## src/rtl/mips_pkg.sv

```systemverilog
// Shared MIPS definitions: default datapath widths and the register-file
// write arbiter state encoding.
package mips_pkg;

    localparam int NB_DATA_DEF = 32;
    localparam int NB_ADDR_DEF = 5;

    typedef enum logic [1:0] {
        ST_IDLE  = 2'd0,
        ST_WAIT  = 2'd1,
        ST_STALL = 2'd2
    } arb_state_e;

endpackage

```

## src/rtl/regfile_write_arbiter.sv

```systemverilog
// Arbitrates register-file writes between the write-back stage and the debug
// unit; write-back has priority until the debug request starves, then the pipeline is stalled.
module regfile_write_arbiter
    import mips_pkg::*;
#(
    parameter int NB_DATA    = NB_DATA_DEF,
    parameter int NB_ADDR    = NB_ADDR_DEF,
    parameter int STARVE_MAX = 4
) (
    input  logic               clk,
    input  logic               i_rst_n,
    input  logic               i_wb_regWrite,
    input  logic [NB_ADDR-1:0] i_wb_reg2write,
    input  logic [NB_DATA-1:0] i_wb_write_data,
    input  logic               i_dbg_valid,
    input  logic [NB_ADDR-1:0] i_dbg_reg2write,
    input  logic [NB_DATA-1:0] i_dbg_write_data,
    output logic               o_dbg_ready,
    output logic               o_stall,
    output logic               o_regWrite,
    output logic [NB_ADDR-1:0] o_reg2write,
    output logic [NB_DATA-1:0] o_write_data
);

    localparam logic [3:0] CNT_MAX = 4'(STARVE_MAX);

    arb_state_e         r_state;
    arb_state_e         w_next_state;
    logic [3:0]         r_starve_cnt;
    logic [3:0]         w_next_cnt;
    logic               w_dbg_ready;
    logic               w_wr_req;
    logic [NB_ADDR-1:0] w_wr_addr;
    logic [NB_DATA-1:0] w_wr_data;
    logic               w_wr_real;

    // NOTE: every signal gets a default first so no path through the case infers a latch.
    always_comb begin
        w_next_state = r_state;
        w_next_cnt   = r_starve_cnt;
        w_dbg_ready  = 1'b0;
        w_wr_req     = 1'b0;
        w_wr_addr    = i_wb_reg2write;
        w_wr_data    = i_wb_write_data;

        case (r_state)
            ST_IDLE, ST_WAIT: begin
                w_dbg_ready = i_dbg_valid & ~i_wb_regWrite;
                if (i_wb_regWrite) begin
                    w_wr_req = 1'b1;
                end else if (w_dbg_ready) begin
                    w_wr_req  = 1'b1;
                    w_wr_addr = i_dbg_reg2write;
                    w_wr_data = i_dbg_write_data;
                end
                if (!i_dbg_valid || w_dbg_ready) begin
                    w_next_state = ST_IDLE;
                    w_next_cnt   = 4'd0;
                end else begin
                    // Counter is zero in IDLE, so this also seeds the first blocked cycle.
                    w_next_cnt   = r_starve_cnt + 4'd1;
                    w_next_state = (w_next_cnt >= CNT_MAX) ? ST_STALL : ST_WAIT;
                end
            end
            ST_STALL: begin
                w_dbg_ready = i_dbg_valid;
                if (w_dbg_ready) begin
                    w_wr_req  = 1'b1;
                    w_wr_addr = i_dbg_reg2write;
                    w_wr_data = i_dbg_write_data;
                end
                if (!i_dbg_valid || w_dbg_ready) begin
                    w_next_state = ST_IDLE;
                    w_next_cnt   = 4'd0;
                end
            end
            default: begin
                w_next_state = ST_IDLE;
                w_next_cnt   = 4'd0;
            end
        endcase
    end

    // Writes to register 0 complete their handshake but never reach the file.
    assign w_wr_real = w_wr_req && (w_wr_addr != '0);

    // NOTE: sequential state uses non-blocking assignments so every register samples pre-edge values.
    always_ff @(posedge clk or negedge i_rst_n) begin
        if (!i_rst_n) begin
            r_state      <= ST_IDLE;
            r_starve_cnt <= 4'd0;
            o_regWrite   <= 1'b0;
            o_reg2write  <= '0;
            o_write_data <= '0;
        end else begin
            r_state      <= w_next_state;
            r_starve_cnt <= w_next_cnt;
            o_regWrite   <= w_wr_real;
            if (w_wr_real) begin
                o_reg2write  <= w_wr_addr;
                o_write_data <= w_wr_data;
            end
        end
    end

    assign o_dbg_ready = w_dbg_ready;
    assign o_stall     = (r_state == ST_STALL);

endmodule

```

## config.mk

```make
export PLATFORM = sky130hd
export DESIGN_NAME = regfile_write_arbiter
export DESIGN_NICKNAME = d
export VERILOG_FILES = /design/src/rtl/mips_pkg.sv /design/src/rtl/regfile_write_arbiter.sv
export SDC_FILE = /design/constraint.sdc
export NUM_CORES = 1
export LEC_CHECK = 0
export ABC_AREA = 1
export BUFFER_PORTS_ARGS = -buffer_cell sky130_fd_sc_hd__clkbuf_2
export CORE_MARGIN = 2
export CORE_UTILIZATION = 40
export DETAILED_ROUTE_END_ITERATION = 10
export MAX_ROUTING_LAYER = met4
export PLACE_DENSITY = 0.72
export SLEW_MARGIN = 20
export SYNTH_ARGS = -nofsm -noshare
export SYNTH_HDL_FRONTEND = slang
export SYNTH_SLANG_ARGS = --single-unit
```

## constraint.sdc

```tcl
create_clock -name clk -period 1.7 [get_ports clk]
set_input_delay 0.17 -clock clk [delete_from_list [all_inputs] [get_ports clk]]
set_output_delay 0.17 -clock clk [all_outputs]
set_load 0.1 [all_outputs]
```

# Word level (Yosys, flattened, before mapping)
# Index checks and enable logic that the tools add are counted.
word_totals:
  ram_bits: 0
  latchBits: 0
  romBits: 0
  register_bits: 44
  in_bits: 78
  n_memories: 0
  out_inout_bits: 40
classes:
  div: 0
  n_eq_ne: 2
  n_mux: 18
  n_shift: 0
  add_sub_neg: 1
  n_reduce_logical: 6
  multipliers: 0
  n_lt_le_gt_ge: 1
  n_bitwise: 2
op_table:
  columns: ["cell", "count"]
  rows:
  - ["two-way mux 32 bit", 3]
  - ["one-hot mux 32 bit (2 select lines)", 1]
  - ["two-way mux 5 bit", 3]
  - ["one-hot mux 5 bit (2 select lines)", 1]
  - ["two-way mux 4 bit", 2]
  - ["two-way mux 2 bit", 3]
  - ["nonzero test 5 bit", 1]
  - ["adder 4 x 1 -> 4 bit (second input constant)", 1]
  - ["greater-or-equal comparator 4 x 3 -> 1 bit (second input constant)", 1]
  - ["one-hot mux 1 bit (2 select lines)", 2]
  - ["two-way mux 1 bit", 3]
  - ["equality test 2 x 1 -> 1 bit (second input constant)", 1]
  - ["equality test 2 bit (second input constant)", 1]
  - ["logical NOT 2 bit", 1]
  - ["OR reduction 2 bit", 1]
  - ["bitwise AND 1 bit", 1]
  - ["logical AND 1 bit", 1]
  - ["logical NOT 1 bit", 1]
  - ["logical OR 1 bit", 1]
  - ["NOT 1 bit", 1]

# Logic depth before layout (Yosys ltp)
logic_depth:
  ltp_word: 7
  mapped_depth: 11

# Worst setup path before layout
# No wires, ideal clock.
synth_timing:
  path_kind: "register -> register"
  start: "register r_state[1]"
  end: "register o_write_data[20]"
  path_slack_ps: -399
  path_buffers: 1
  setup_time_ps: 67
  required_ps: 1633
  synth_period_minus_slack_ps: 2099
  arrival_ps: 2032
  stages_incl_launch_ff: 9
  path_cell_list: "dfrtp_1 -> inv_2 -> nand3_2 -> nand2_2 -> clkbuf_1 -> nand2_1 -> nand2_1 -> nand3_1 -> nand2_1"
synth_via:
  elab_chain_cells: 5
  elab_cells_between_ends: 9
  classes_between: "2 x eq/ne; 3 x mux; 4 x reduce/logical"
synth_lines:
  columns: ["element", "line", "text"]
  rows:
  - ["start: declaration", "regfile_write_arbiter.sv:27", "arb_state_e r_state;"]
  - ["start signal: assignment", "regfile_write_arbiter.sv:96", "r_state <= w_next_state;"]
  - ["equality test 2 x 1 -> 1 bit or logical NOT 2 bit (tied branches)", "regfile_write_arbiter.sv:46", "case (r_state)"]
  - ["OR reduction 2 bit", "regfile_write_arbiter.sv:46", null]
  - ["one-hot mux 5 bit (2 select lines)", "regfile_write_arbiter.sv:46", null]
  - ["nonzero test 5 bit", "regfile_write_arbiter.sv:85", "assign w_wr_real = w_wr_req && (w_wr_addr != '0);"]
  - ["logical AND 1 bit", "regfile_write_arbiter.sv:85", null]
  - ["end signal: assignment", "regfile_write_arbiter.sv:101", "o_write_data <= w_wr_data;"]
  - ["end: declaration", "regfile_write_arbiter.sv:22", "output logic [NB_DATA-1:0] o_write_data"]
# Parallel ways exist; a longest one is shown, timed or not.
# A chain may end at the register's enable or synchronous reset.

# Final worst setup path
layout_timing:
  start: "register r_state[1]"
  end: "register o_write_data[26]"
# The elaborated chain is that of the path after synthesis.

==> metrics.txt <==
root buf cell clkbuf_8; CTS H-Tree Depth 2; CP Class flip-flop to flip-flop; DP HPWL 4410 um; CP Max Fanout 11; pwr/cell area between 900 and 1000 nW/um^2; Synth Area in Adders 0.00537; post-synthesis xor/xnor area fraction 0.00752; post-route ant nets 0; status finished, final reports clean; Syn. warnings 0; worst endpoint data arrival time 1.86 ns; largest family of logic cells by synthesized area simple AND/OR/NAND/NOR gates; CTS tree done; portion of netlist area occupied by mux cells 0; Clk network pwr share 0.207; DR vias 2440; CP peak stage delay around 0.42 ns; router iterations before antenna repair 6; Tcrit/Tclk final 0.959; max cap viols 0; Worst Setup Start Kind flip-flop; placed instance area 3010 sq um; final WL 6310 um; Worst path top cell family by delay simple AND/OR/NAND/NOR gates; fmax 0.614 GHz; area of the core 5570 sq um; vias in the first global route 2257; Worst-Margin Slew roughly 0.56 ns; synthesized net count 411; Avg Cell Area, Syn 7.02 sq um; CP Capture Type flip-flop; DR iter-0 viols 93; CTS Buf Count 5; Worst VDD drop between 0.4 and 0.5 mV; CP cell instances inv_2 > nand2_4 > nand3_4 > nand2_1 > nand2_2 > nand3_2 > o21bai_4 > buf_4 > clkbuf_16 > nand2_1 > nand2_1; layout cell share with drive strength beyond 1 0.344; Required @ worst endpoint 1.93 ns; Netlist cell types 20; commonest non-fill, non-tap cell in the layout nand2_1; Psw 0.00147 W; post-synthesis simple-gate area fraction 0.427; Die Height 80.3 um; #FFs+latches synth 44; largest net degree at the start of global routing 45; CTS clk-pin slew, worst paths 0.08 ns; Routed WL per cell ~12 um; Worst Path Buf+Inv 3; Synth area leaders dfrtp_1 47%, nand2_1 29%, nand3_1 9.0%, inv_1 3.2%, nand3_2 1.3%; antenna cells 0; Lkg Pwr 2.00 nW; drt via density 4.62; RSZ-0062 raised after global routing yes; Worst-Skew Late Latency 0.29 ns; Setup-failing EPs final 0; CP dominant cell by count nand2_1; most frequent cells in the layout 180 x nand2_1, 116 x clkbuf_2, 44 x dfrtp_1, 41 x nand3_1, 20 x inv_1; Placed Instances 513; clk_skew 0.00366 ns; Synth top area share 0.473; combinational power share 0.418; IO Port Bufs 117; fin crit period about 1.6 ns; Final Cell Area about 3300 sq um; Flop pwr share 0.376; Compound-Gate Fraction of Synth Area 0.00913; initial antenna violation count 0; post-route core utilization 0.587; nets@finish between 500 and 600; CTS Sinks 44; first-pass GRT wire length 9800 um; Netlist Area Pre-Place 2330 sq um; Seq/Total Area, Yosys 0.473; Die Footprint 6450 sq um; Worst path slowest cell dfrtp_1; Mapped Cells 332; count of final hold-check violations 0; io pins 118; sw frac 0.457; Final Slew Violations 0; Site Rows 27; Internal about 0.0018 W; Placer Congestion 0.795; drt drc 0; Slew HR 0.629; Area Growth Syn to Fin 40.5%; CTS max path bufs 2; Initial Util 0.418; Hold WC Path Type input pin to flip-flop; gr usage total 0.197; fin cells 528; largest area contributor in the synthesized netlist dfrtp_1; fill count 534; Die W 80.3 um; GRT overflow 0
-- sequential cells by signal, summed over array words and instances, names as in the netlist --
name	count
r_state	2
o_regWrite	1
o_write_data	32
r_starve_cnt	4
o_reg2write	5
-- per-layer routing --
metal  global-route usage  part of all wire  up-vias
met5                    -                 0        -
met4               0.0525            0.0073        0
met3               0.0258             0.062        6
met2                0.331              0.47       91
met1                0.252              0.46     1077
li1                     -                 -     1266
-- Yosys cell counts, drive strengths merged --
| master | n |
|---|---|
| nor2 | 6 |
| clkbuf | 8 |
| nand3 | 45 |
| nand4 | 3 |
| o21bai | 1 |
| inv | 23 |
| dfrtp | 44 |
| ha | 1 |
| xnor2 | 2 |
| o21ai | 1 |
| nand2 | 186 |
| a21oi | 1 |
| nor3b | 1 |
| buf | 10 |
-- repair_timing --
| item | 4_1_cts | 5_1_grt |
|---|---|---|
| buffers inserted | 0 | 4 |
| hold buffers | 1 | 0 |
| endpoints found under the setup margin | 0 | 38 |
| endpoints found under the hold margin | 44 | 0 |
| resized for setup | 0 | 19 |
-- path summary, 6_finish.rpt --
check                                                 start                      endpoint  slack, ns  cells past startpoint
worst max-delay path                   r_state[1]$_DFF_PN0_  o_write_data[26]$_DFFE_PN0P_       0.07                     11
worst min-delay path                    i_dbg_write_data[6]   o_write_data[6]$_DFFE_PN0P_       0.20                      5
worst max register to register         r_state[1]$_DFF_PN0_  o_write_data[26]$_DFFE_PN0P_       0.07                     11
worst min register to register  o_write_data[7]$_DFFE_PN0P_   o_write_data[7]$_DFFE_PN0P_       0.47                      2
max in group asynchronous                           i_rst_n   o_write_data[9]$_DFFE_PN0P_       0.83                      3
min in group asynchronous                           i_rst_n  o_write_data[14]$_DFFE_PN0P_       0.50                      3
-- metrics by stage --
step	power [W]	hold slack, ns	setup TNS, ns	setup slack, ns
2_1_floorplan	0.00224	-0.126	0	0.0997
3_3_place_gp	0.00253	0.282	0	0.154
3_5_place_dp	0.00254	0.290	0	0.0897
4_1_cts	0.00321	0.191	0	0.0125
5_1_grt	0.00339	0.212	-0.825	-0.0511
6_report	0.00323	0.197	0	0.0705
-- cell type report --
type                       instances  area (sq um)  area share
clock buffer                       6          82.6      0.0252
clock inverter                     2          10.0     0.00306
inverter                          23          86.3      0.0264
multi-input combinational        247          1100       0.335
sequential                        44          1100       0.336
tap                               72          90.1      0.0275
timing repair buffer             134           806       0.246
-- kinds of logic after synthesis --
group                    count (synthesis)
flip-flops                              44
AO/OA/AOI/OAI                            3
AND/OR/NAND/NOR                        241
adder cells (fa/ha/maj)                  1
buffers and inverters                   41
XOR/XNOR                                 2
-- power by group through the flow --
stage / Combinational, W / Clock [W] / Sequential (W)
after floorplan: 0.000260 / 0 / 0.00198
after global placement: 0.00130 / 0 / 0.00123
after detailed placement: 0.00131 / 0 / 0.00123
after CTS: 0.00131 / 0.000691 / 0.00121
after global routing: 0.00143 / 0.000730 / 0.00123
final: 0.00135 / 0.000667 / 0.00121
-- worst register-to-register path: stages, from the launching register on --
cell and delay [ns]:
dfrtp_1 0.42, inv_2 0.15, nand2_4 0.10, nand3_4 0.09, nand2_1 0.08, nand2_2 0.09
nand3_2 0.09, o21bai_4 0.18, buf_4 0.15, clkbuf_16 0.14, nand2_1 0.05, nand2_1 0.05
Note: power is estimated with default switching activity, not from simulation.
